===== config.mk =====
export PLATFORM = sky130hd
export DESIGN_NAME = adc_7seg_scan_driver
export DESIGN_NICKNAME = d
export VERILOG_FILES = /design/src/rtl/adc_7seg_scan_driver.sv
export SDC_FILE = /design/constraint.sdc
export NUM_CORES = 1
export LEC_CHECK = 0
export CAP_MARGIN = 20
export CORE_MARGIN = 2
export CORE_UTILIZATION = 50
export DETAILED_ROUTE_END_ITERATION = 7
export PLACE_DENSITY_LB_ADDON = 0.12
export SETUP_SLACK_MARGIN = 0.4
export SYNTH_ARGS = -nofsm -noshare
export SYNTH_HDL_FRONTEND = slang
export SYNTH_SLANG_ARGS = --single-unit

===== constraint.sdc =====
create_clock -name clk -period 2.9 [get_ports clk]
set_input_delay 0.58 -clock clk [delete_from_list [all_inputs] [get_ports clk]]
set_output_delay 0.58 -clock clk [all_outputs]
set_load 0.01 [all_outputs]

===== src/rtl/adc_7seg_scan_driver.sv =====
// Binary sample -> 4-digit BCD (sequential double-dabble) and a continuous
// 8-position 7-seg scan through two lock-step 74HC595-style shift chains.
module adc_7seg_scan_driver #(
  parameter int DATA_W   = 10,
  parameter int CLK_DIV  = 2700,
  parameter bit BLANK_LZ = 1'b1
) (
  input  logic              clk,
  input  logic              rst_n,
  input  logic [DATA_W-1:0] sample,
  input  logic              sample_valid,
  output logic              sample_ready,
  output logic              seg_ser,
  output logic              seg_srclk,
  output logic              seg_rclk,
  output logic              seg_oe_n,
  output logic              com_ser,
  output logic              com_srclk,
  output logic              com_rclk,
  output logic              com_oe_n
);
  localparam int CNT_W = (CLK_DIV > 1) ? $clog2(CLK_DIV) : 1;
  localparam int BIT_W = $clog2(DATA_W + 1);

  typedef enum logic [1:0] {S_IDLE, S_CONV, S_COMMIT} conv_state_t;

  conv_state_t       state_reg, state_next;
  logic [DATA_W-1:0] shift_reg;
  logic [15:0]       bcd_reg;
  logic [15:0]       disp_reg;
  logic [BIT_W-1:0]  bit_cnt_reg;
  logic [3:0]        adj_dig [3];
  logic [15:0]       bcd_shifted;

  function automatic logic [7:0] seg_code(input logic [3:0] d);
    case (d)
      4'd0: seg_code = 8'hFC;
      4'd1: seg_code = 8'h60;
      4'd2: seg_code = 8'hDA;
      4'd3: seg_code = 8'hF2;
      4'd4: seg_code = 8'h66;
      4'd5: seg_code = 8'hB6;
      4'd6: seg_code = 8'hBE;
      4'd7: seg_code = 8'hE0;
      4'd8: seg_code = 8'hFE;
      4'd9: seg_code = 8'hF6;
      default: seg_code = 8'h00;
    endcase
  endfunction

  // The thousands digit never reaches 5 before a shift for DATA_W <= 13,
  // so only the lower three digits need the add-3 correction.
  for (genvar gi = 0; gi < 3; gi++) begin : g_adj
    assign adj_dig[gi] = (bcd_reg[gi*4 +: 4] >= 4'd5) ? bcd_reg[gi*4 +: 4] + 4'd3
                                                      : bcd_reg[gi*4 +: 4];
  end
  assign bcd_shifted = {bcd_reg[14:12], adj_dig[2], adj_dig[1], adj_dig[0], shift_reg[DATA_W-1]};

  always_ff @(posedge clk or negedge rst_n) begin
    if (!rst_n) state_reg <= S_IDLE;
    else        state_reg <= state_next;
  end

  always_comb begin
    state_next = state_reg;
    case (state_reg)
      S_IDLE:   if (sample_valid) state_next = S_CONV;
      S_CONV:   if (bit_cnt_reg == BIT_W'(DATA_W - 1)) state_next = S_COMMIT;
      S_COMMIT: state_next = S_IDLE;
      default:  state_next = S_IDLE;
    endcase
  end

  assign sample_ready = (state_reg == S_IDLE);

  always_ff @(posedge clk or negedge rst_n) begin
    if (!rst_n) begin
      shift_reg   <= '0;
      bcd_reg     <= '0;
      bit_cnt_reg <= '0;
      disp_reg    <= '0;
    end else begin
      case (state_reg)
        S_IDLE: if (sample_valid) begin
          shift_reg   <= sample;
          bcd_reg     <= '0;
          bit_cnt_reg <= '0;
        end
        S_CONV: begin
          shift_reg   <= shift_reg << 1;
          bcd_reg     <= bcd_shifted;
          bit_cnt_reg <= bit_cnt_reg + BIT_W'(1);
        end
        S_COMMIT: disp_reg <= bcd_reg;
        default: ;
      endcase
    end
  end

  // Scan engine
  logic [CNT_W-1:0] tick_cnt_reg;
  logic             tick;
  logic [4:0]       phase_reg;
  logic [2:0]       pos_reg;
  logic [7:0]       seg_pat_reg, com_pat_reg;
  logic [7:0]       digit_pat [4];
  logic [7:0]       cur_seg, cur_com, seg_byte, com_byte;
  logic             seg_ser_reg, com_ser_reg, srclk_reg, rclk_reg, oe_n_reg;

  for (genvar gi = 0; gi < 4; gi++) begin : g_digit
    if (BLANK_LZ && gi > 0) begin : g_blank
      assign digit_pat[gi] = (disp_reg[15:gi*4] == '0) ? 8'h00 : seg_code(disp_reg[gi*4 +: 4]);
    end else begin : g_show
      assign digit_pat[gi] = seg_code(disp_reg[gi*4 +: 4]);
    end
  end

  assign tick     = (tick_cnt_reg == CNT_W'(CLK_DIV - 1));
  assign cur_seg  = pos_reg[2] ? 8'h00 : digit_pat[pos_reg[1:0]];
  assign cur_com  = ~(8'd1 << pos_reg);
  // Tick 0 shifts straight from the buffer while the frame latch loads.
  assign seg_byte = (phase_reg == 5'd0) ? cur_seg : seg_pat_reg;
  assign com_byte = (phase_reg == 5'd0) ? cur_com : com_pat_reg;

  always_ff @(posedge clk or negedge rst_n) begin
    if (!rst_n) tick_cnt_reg <= '0;
    else        tick_cnt_reg <= tick ? '0 : tick_cnt_reg + CNT_W'(1);
  end

  always_ff @(posedge clk or negedge rst_n) begin
    if (!rst_n) begin
      phase_reg   <= '0;
      pos_reg     <= '0;
      seg_pat_reg <= '0;
      com_pat_reg <= '0;
      seg_ser_reg <= 1'b0;
      com_ser_reg <= 1'b0;
      srclk_reg   <= 1'b0;
      rclk_reg    <= 1'b0;
      oe_n_reg    <= 1'b1;
    end else if (tick) begin
      oe_n_reg <= 1'b0;
      if (phase_reg == 5'd0) begin
        seg_pat_reg <= cur_seg;
        com_pat_reg <= cur_com;
      end
      if (phase_reg < 5'd16) begin
        if (!phase_reg[0]) begin
          srclk_reg   <= 1'b0;
          seg_ser_reg <= seg_byte[phase_reg[3:1]];
          com_ser_reg <= com_byte[phase_reg[3:1]];
        end else begin
          srclk_reg <= 1'b1;
        end
      end else if (phase_reg == 5'd16) begin
        rclk_reg  <= 1'b1;
        srclk_reg <= 1'b0;
      end else begin
        rclk_reg <= 1'b0;
      end
      if (phase_reg == 5'd17) begin
        phase_reg <= '0;
        pos_reg   <= pos_reg + 3'd1;
      end else begin
        phase_reg <= phase_reg + 5'd1;
      end
    end
  end

  assign seg_ser   = seg_ser_reg;
  assign com_ser   = com_ser_reg;
  assign seg_srclk = srclk_reg;
  assign com_srclk = srclk_reg;
  assign seg_rclk  = rclk_reg;
  assign com_rclk  = rclk_reg;
  assign seg_oe_n  = oe_n_reg;
  assign com_oe_n  = oe_n_reg;
endmodule


==> reports/results.txt, run 1 <==
count of distinct cell types in the synthesized netlist -> 58
number of synthesized flops with an enable pin -> 0
kind of start point of the critical path -> register
number of synthesized register bits -> 89
setup repair after global routing missed its margin -> false
DR DRC count -> 0
highest ir drop seen on vdd -> 0.608 mV
height of the die -> 106 µm
power density relative to cell area -> 718 mW/mm²
reg-to-reg endpoint -> seg_ser$_DFFE_PN0P_
ratio of final minimum period to clock period -> 0.816
Clk network pwr share -> 0.208
diode count -> 0
final setup violation count -> 0
Crit Path Max Fanout -> 7
flop-to-flop setup slack -> 0.53 ns
Bufs on Longest Clock Path -> 2
startpoint of the worst register-to-register path -> disp_reg[9]$_DFFE_PN0N_
launching instance or port of the critical path -> disp_reg[9]$_DFFE_PN0N_
max-slew violations -> 0
first-pass GRT wire length -> 17700 µm
static power due to leakage -> 2.54 nW
area of the core region -> 0.0103 mm²
starting DRC count in detailed routing -> 196
via count -> 3899
worst slew slack as a fraction of its limit -> 0.509
share of flip-flops with an asynchronous set or reset after synthesis -> 1.00
final HPWL from detailed placement -> 7250 µm
total wire length -> 9950 µm
power share of the combinational group -> 0.361
number of levels in the clock H-tree -> 3
final net count -> 618
capturing instance or port of the critical path -> seg_ser$_DFFE_PN0P_
synthesized area divided by synthesized cell count -> 9.40 µm²
actual transition at the worst max-transition pin -> 0.735 ns
fmax -> 0.422 GHz
overall overflow remaining after global route -> 0
critical path type -> reg2reg
Critical Path Sink Type -> register
Cell Int Power -> 2.61 mW
portion of total power attributed to sequential cells -> 0.431
proportion of total power due to net switching -> 0.370
share of final-layout standard cells stronger than drive strength 1 -> 0.0927
TritonCTS clock tree -> done
row count -> 37
count of synthesis-stage warnings from yosys -> 0
drt first pass iters -> 4
series of cell instances along the critical path -> inv_1 > ha_1 > or4b_4 > o31a_1 > a221oi_2 > nor4_1 > o211ai_1 > o21ai_1
Final Hold Violating Endpoints -> 0
pin count of the biggest net entering global routing -> 51
min-delay worst type -> in2async
worst path required time -> 3.13 ns
post-synthesis sequential area ratio -> 0.425
number of nets still failing antenna checks after routing -> 0
run status -> complete, no violations
Net Sw Power -> 1.53 mW
initial antenna violation count -> 0
clock sinks -> 89
cell count after synthesis -> 558
Die Span X -> 106 µm
clock skew after layout -> 0.00814 ns
number of violations of the max-capacitance limit -> 0
effective utilization at floorplan -> 0.510
number of setup buffers added after CTS -> 0
final core utilization -> 0.561
R2R depth -> 8
final weighted congestion in routability-driven placement -> 0.870
arrival time worst endpoint -> 2.60 ns
synthesized netlist net count -> 609
Overall Global Routing Usage -> 0.192
post-cts hold buffer count -> 0
clock latency reported for the late side of the worst-skew pair -> 0.35 ns
minimum clock period -> 2.37 ns
via count of the first global-routing pass -> 3823
delay of the slowest cell on the worst path -> 0.50 ns
slowest cell on the critical path -> or4b_4
Hold WS -> 0.241 ns
full die area -> 0.0113 mm²
netlist area before placement -> 0.00525 mm²
Buffers on Ports -> 21
clock-pin slew on the worst setup and hold paths -> 0.08 ns
I/O pin count -> 22
CTS root buffer -> clkbuf_8
average via count per standard cell -> 5.51
Post-synth top flop -> dfrtp_1
area added between synthesis and finish -> 10.0%
Inserted Clock Buffers -> 9
routed wire length per instance -> 14.1 µm
setup TNS -> 0 ns
## through the flow
stage / area (µm²) / worst slack [ns] / power (mW) / std cells
2_1_floorplan: 5250 / 0.570 / 2.91 / 558
3_3_place_gp: 5560 / 0.590 / 3.27 / 692
3_5_place_dp: 5560 / 0.518 / 3.30 / 692
4_1_cts: 5770 / 0.508 / 4.18 / 708
5_1_grt: 5770 / 0.422 / 4.50 / 708
6_report: 5770 / 0.532 / 4.14 / 708
## power groups by stage
| stage | sequential, mW | combinational (mW) | clock, mW |
|---|---|---|---|
| after floorplan | 1.67 | 1.23 | 0 |
| after CTS | 1.78 | 1.51 | 0.894 |
| after global routing | 1.84 | 1.72 | 0.944 |
| after global placement | 1.79 | 1.48 | 0 |
| after detailed placement | 1.81 | 1.50 | 0 |
| final | 1.78 | 1.50 | 0.861 |
## critical path: cells and delay by family, from the launching register on
family / cells / cell delay [ns]
simple gates: 2 / 0.60
buf+inv: 1 / 0.11
flops: 1 / 0.46
fa+ha+maj: 1 / 0.20
compound gates: 4 / 0.87
## cell usage in the layout, fill, tap and decap left out, drive strengths merged, types with 13 or more instances in the layout
cell / synthesis / final
nand3: 15 / 15
mux2: 15 / 15
inv: 31 / 31
xnor2: 13 / 13
nor2: 33 / 33
o21ai: 59 / 59
ha: 38 / 38
dfrtp: 88 / 88
clkdlybuf4s50: 0 / 20
a21oi: 34 / 34
nor2b: 16 / 16
nand2: 62 / 62
## synth_stat cells, types with 3 or more instances
| cell type | number | area, µm² |
|---|---|---|
| nor3_1 | 10 | 50.1 |
| nor4_1 | 3 | 18.8 |
| o21ai_0 | 55 | 275 |
| a21oi_1 | 34 | 170 |
| a32o_1 | 5 | 50.1 |
| xor2_1 | 7 | 61.3 |
| mux2i_1 | 4 | 40.0 |
| dfrtp_1 | 88 | 2200 |
| nand2_1 | 62 | 233 |
| o31ai_1 | 4 | 30.0 |
| buf_6 | 3 | 33.8 |
| o211ai_1 | 5 | 37.5 |
| mux2_2 | 15 | 169 |
| nor2b_1 | 16 | 100 |
| xnor2_1 | 13 | 114 |
| inv_1 | 31 | 116 |
| nor3b_1 | 3 | 22.5 |
| ha_1 | 38 | 475 |
| nand3_1 | 15 | 75.1 |
| a22o_1 | 8 | 70.1 |
| clkbuf_1 | 22 | 82.6 |
| a22oi_1 | 9 | 67.6 |
| buf_4 | 3 | 22.5 |
| nor2_1 | 33 | 124 |
| nand4_1 | 5 | 31.3 |
| mux4_2 | 3 | 67.6 |
| o21ai_1 | 4 | 20.0 |
| a21o_1 | 5 | 37.5 |
| nand2b_1 | 12 | 75.1 |
| nor4bb_1 | 4 | 40.0 |
## cell families after synthesis
family / share of synthesized area
xor gates and xnor gates: 0.0334
AOI/OAI and AO/OA: 0.176
muxes: 0.0527
and+or+nand+nor: 0.170
buffers and inverters: 0.0527
DFF: 0.425
adders and majority gates: 0.0906
## worst min-delay path by stage
stage	to	slack, ns	cells after the start
2_1_floorplan	bcd_reg[0]$_DFFE_PN0P_	0.28	0
3_3_place_gp	seg_pat_reg[1]$_DFFE_PN0N_	0.47	2
3_5_place_dp	com_pat_reg[1]$_DFFE_PN0N_	0.47	2
4_1_cts	tick_cnt_reg[8]$_DFF_PN0_	0.27	1
5_1_grt	tick_cnt_reg[8]$_DFF_PN0_	0.29	1
6_report	tick_cnt_reg[8]$_DFF_PN0_	0.24	1
## layout make-up
type                            instances  area (µm²)
Fill cell                             945        4510
Multi-Input combinational cell        405        2740
Sequential cell                        89        2230
Timing Repair Buffer                   30         300
Tap cell                              136         170
Clock buffer                           12         155
Inverter                               32         120
Clock inverter                          4        51.3
## layer usage
layer | track usage | wire length, µm | vias to the layer above
li1 | - | - | 1972
met1 | 0.257 | 4780 | 1873
met2 | 0.316 | 4790 | 41
met3 | 0.0417 | 236 | 13
met4 | 0.0538 | 140 | 0
met5 | 0 | 0 | -
## timing repair
action	4_1_cts	5_1_grt
setup endpoints to repair	0	7
endpoints found under the hold margin	0	0
gates resized for setup	0	3
Note: power is estimated with default switching activity, not from simulation.
==> run 2, diff against run 1 <==
==> constraint.sdc (replaced) <==
create_clock -name clk -period 2.2 [get_ports clk]
set_input_delay 0.44 -clock clk [delete_from_list [all_inputs] [get_ports clk]]
set_output_delay 0.44 -clock clk [all_outputs]
set_load 0.01 [all_outputs]
==> run 2 against run 1 <==
Against the previous run: combinational power rose by 67%; total power rose by 41%; clock skew barely moved; cell count rose by 6.8%; final area rose by 9.4%; register-to-register slack got worse by 0.46 ns; sequential share of layout area fell by 3.3 points; setup slack got worse by 0.46 ns; fmax rose by 11%; critical endpoint unchanged; highest routed layer unchanged.
==> reports/results.txt, run 2 (synthesis gave the netlist of run 1 again) <==
run status -> complete, no violations
via count -> 4119
portion of total power attributed to sequential cells -> 0.390
critical path type -> reg2reg
Final Total Pwr -> 5.83 mW
clock sinks -> 89
area added between synthesis and finish -> 20.3%
kind of start point of the critical path -> register
clock-pin slew on the worst setup and hold paths -> 0.08 ns
actual transition at the worst max-transition pin -> 0.526 ns
routed wire length per instance -> 14.4 µm
diode count -> 0
ratio of final minimum period to clock period -> 0.967
Final Hold Violating Endpoints -> 0
area of the multi-input gates -> 0.00294 mm²
delay of the slowest cell on the worst path -> 0.48 ns
max-slew violations -> 0
area of the core region -> 0.0103 mm²
Buffers on Ports -> 21
Die Span X -> 106 µm
R2R depth -> 8
arrival time worst endpoint -> 2.38 ns
DR DRC count -> 0
starting DRC count in detailed routing -> 229
initial antenna violation count -> 0
share of final-layout standard cells stronger than drive strength 1 -> 0.218
number of violations of the max-capacitance limit -> 0
post-cts hold buffer count -> 0
TritonCTS clock tree -> done
startpoint of the worst register-to-register path -> disp_reg[9]$_DFFE_PN0N_
power share of the combinational group -> 0.431
Crit Path Max Fanout -> 3
Register Area -> 0.00223 mm²
worst slew slack as a fraction of its limit -> 0.649
total wire length -> 10900 µm
clock skew after layout -> 0.00807 ns
most frequent standard cell in the layout excluding fill and tap cells -> dfrtp_1
Bufs on Longest Clock Path -> 2
Layout Cells excl Fill -> 756
total of fill cells in the finished design -> 885
power density relative to cell area -> 924 mW/mm²
Post-DP Area -> 0.00580 mm²
final setup violation count -> 0
first-pass GRT wire length -> 18400 µm
Overall Global Routing Usage -> 0.202
Hold WS -> 0.0387 ns
Clk network pwr share -> 0.178
I/O pin count -> 22
minimum clock period -> 2.13 ns
via count of the first global-routing pass -> 4038
final weighted congestion in routability-driven placement -> 0.907
highest ir drop seen on vdd -> 0.681 mV
reg-to-reg endpoint -> seg_ser$_DFFE_PN0P_
min-delay worst type -> in2async
slowest cell on the critical path -> or4b_4
proportion of total power due to net switching -> 0.379
Inserted Clock Buffers -> 9
Critical Path Sink Type -> register
setup repair after global routing missed its margin -> true
effective utilization at floorplan -> 0.510
flop-to-flop setup slack -> 0.07 ns
static power due to leakage -> 2.82 nW
pin count of the biggest net entering global routing -> 42
number of levels in the clock H-tree -> 3
CTS root buffer -> clkbuf_8
overall overflow remaining after global route -> 0
row count -> 37
number of nets still failing antenna checks after routing -> 0
final net count -> 667
average via count per standard cell -> 5.45
fmax -> 0.470 GHz
height of the die -> 106 µm
Net Sw Power -> 2.21 mW
worst path required time -> 2.45 ns
Finished Cell Area -> 0.00631 mm²
clock latency reported for the late side of the worst-skew pair -> 0.36 ns
final HPWL from detailed placement -> 7750 µm
series of cell instances along the critical path -> inv_2 > ha_4 > or4b_4 > o31a_1 > a221oi_2 > nor4_2 > o211ai_1 > o21ai_1
full die area -> 0.0113 mm²
drt first pass iters -> 4
Placed Instances -> 719
commonest cells after routing, fill and taps aside -> dfrtp_1 (85), nand2_1 (59), buf_4 (54)
Cell Int Power -> 3.62 mW
[run 2: worst max path at each step]
stage	start	end	slack, ns	depth (start not counted)
after floorplan	phase_reg[1]$_DFFE_PN0N_	com_ser$_DFFE_PN0P_	0.06	9
after global placement	disp_reg[8]$_DFFE_PN0N_	seg_ser$_DFFE_PN0P_	0.08	8
after detailed placement	disp_reg[8]$_DFFE_PN0N_	seg_ser$_DFFE_PN0P_	0.04	8
after CTS	disp_reg[9]$_DFFE_PN0N_	seg_ser$_DFFE_PN0P_	0.03	8
after global routing	disp_reg[13]$_DFFE_PN0N_	seg_ser$_DFFE_PN0P_	-0.06	8
final	disp_reg[9]$_DFFE_PN0N_	seg_ser$_DFFE_PN0P_	0.07	8
[run 2: timing repair]
action                                 4_1_cts  5_1_grt
gates cloned                                 1        0
setup buffers                               14        7
pin swaps                                   12       15
endpoints found under the hold margin        0        0
resized for setup                           13       31
setup endpoints to repair                   26       24
[run 2: through the flow]
step                      setup TNS [ns]   util  setup slack (ns)
after floorplan                        0      -            0.0606
after global placement                 0  0.565            0.0849
after detailed placement               0  0.565            0.0407
after CTS                              0  0.596            0.0320
after global routing             -0.0571  0.614           -0.0571
final                                  0  0.614            0.0730
[run 2: critical path, delay by kind of cell, from the launching register on]
| kind | cells | cell delay (ns) |
|---|---|---|
| AO/OA/AOI/OAI | 4 | 0.83 |
| AND/OR/NAND/NOR | 2 | 0.56 |
| adder cells (fa/ha/maj) | 1 | 0.14 |
| buffers and inverters | 1 | 0.09 |
| flip-flops | 1 | 0.40 |
[run 2: area by class of cell]
type | instances | share of cell area
Tap cell | 136 | 0.0270
Inverter | 32 | 0.0202
Timing Repair Buffer | 79 | 0.105
Multi-Input combinational cell | 405 | 0.466
Sequential cell | 89 | 0.354
Clock buffer | 13 | 0.0268
Clock inverter | 2 | 0.00198
[run 2: power by group through the flow]
| stage | clock (mW) | combinational (mW) | sequential (mW) |
|---|---|---|---|
| 6_report | 1.04 | 2.51 | 2.28 |
| 5_1_grt | 1.15 | 2.83 | 2.33 |
| 4_1_cts | 1.08 | 2.28 | 2.26 |
| 3_5_place_dp | 0 | 2.18 | 2.32 |
| 3_3_place_gp | 0 | 2.13 | 2.31 |
| 2_1_floorplan | 0 | 1.68 | 2.21 |
[run 2: per-layer routing]
metal  GRT usage  routed length (µm)
met1       0.261                5190
met2       0.336                5250
met3      0.0392                 245
met4      0.0798                 209
met5           0                   0
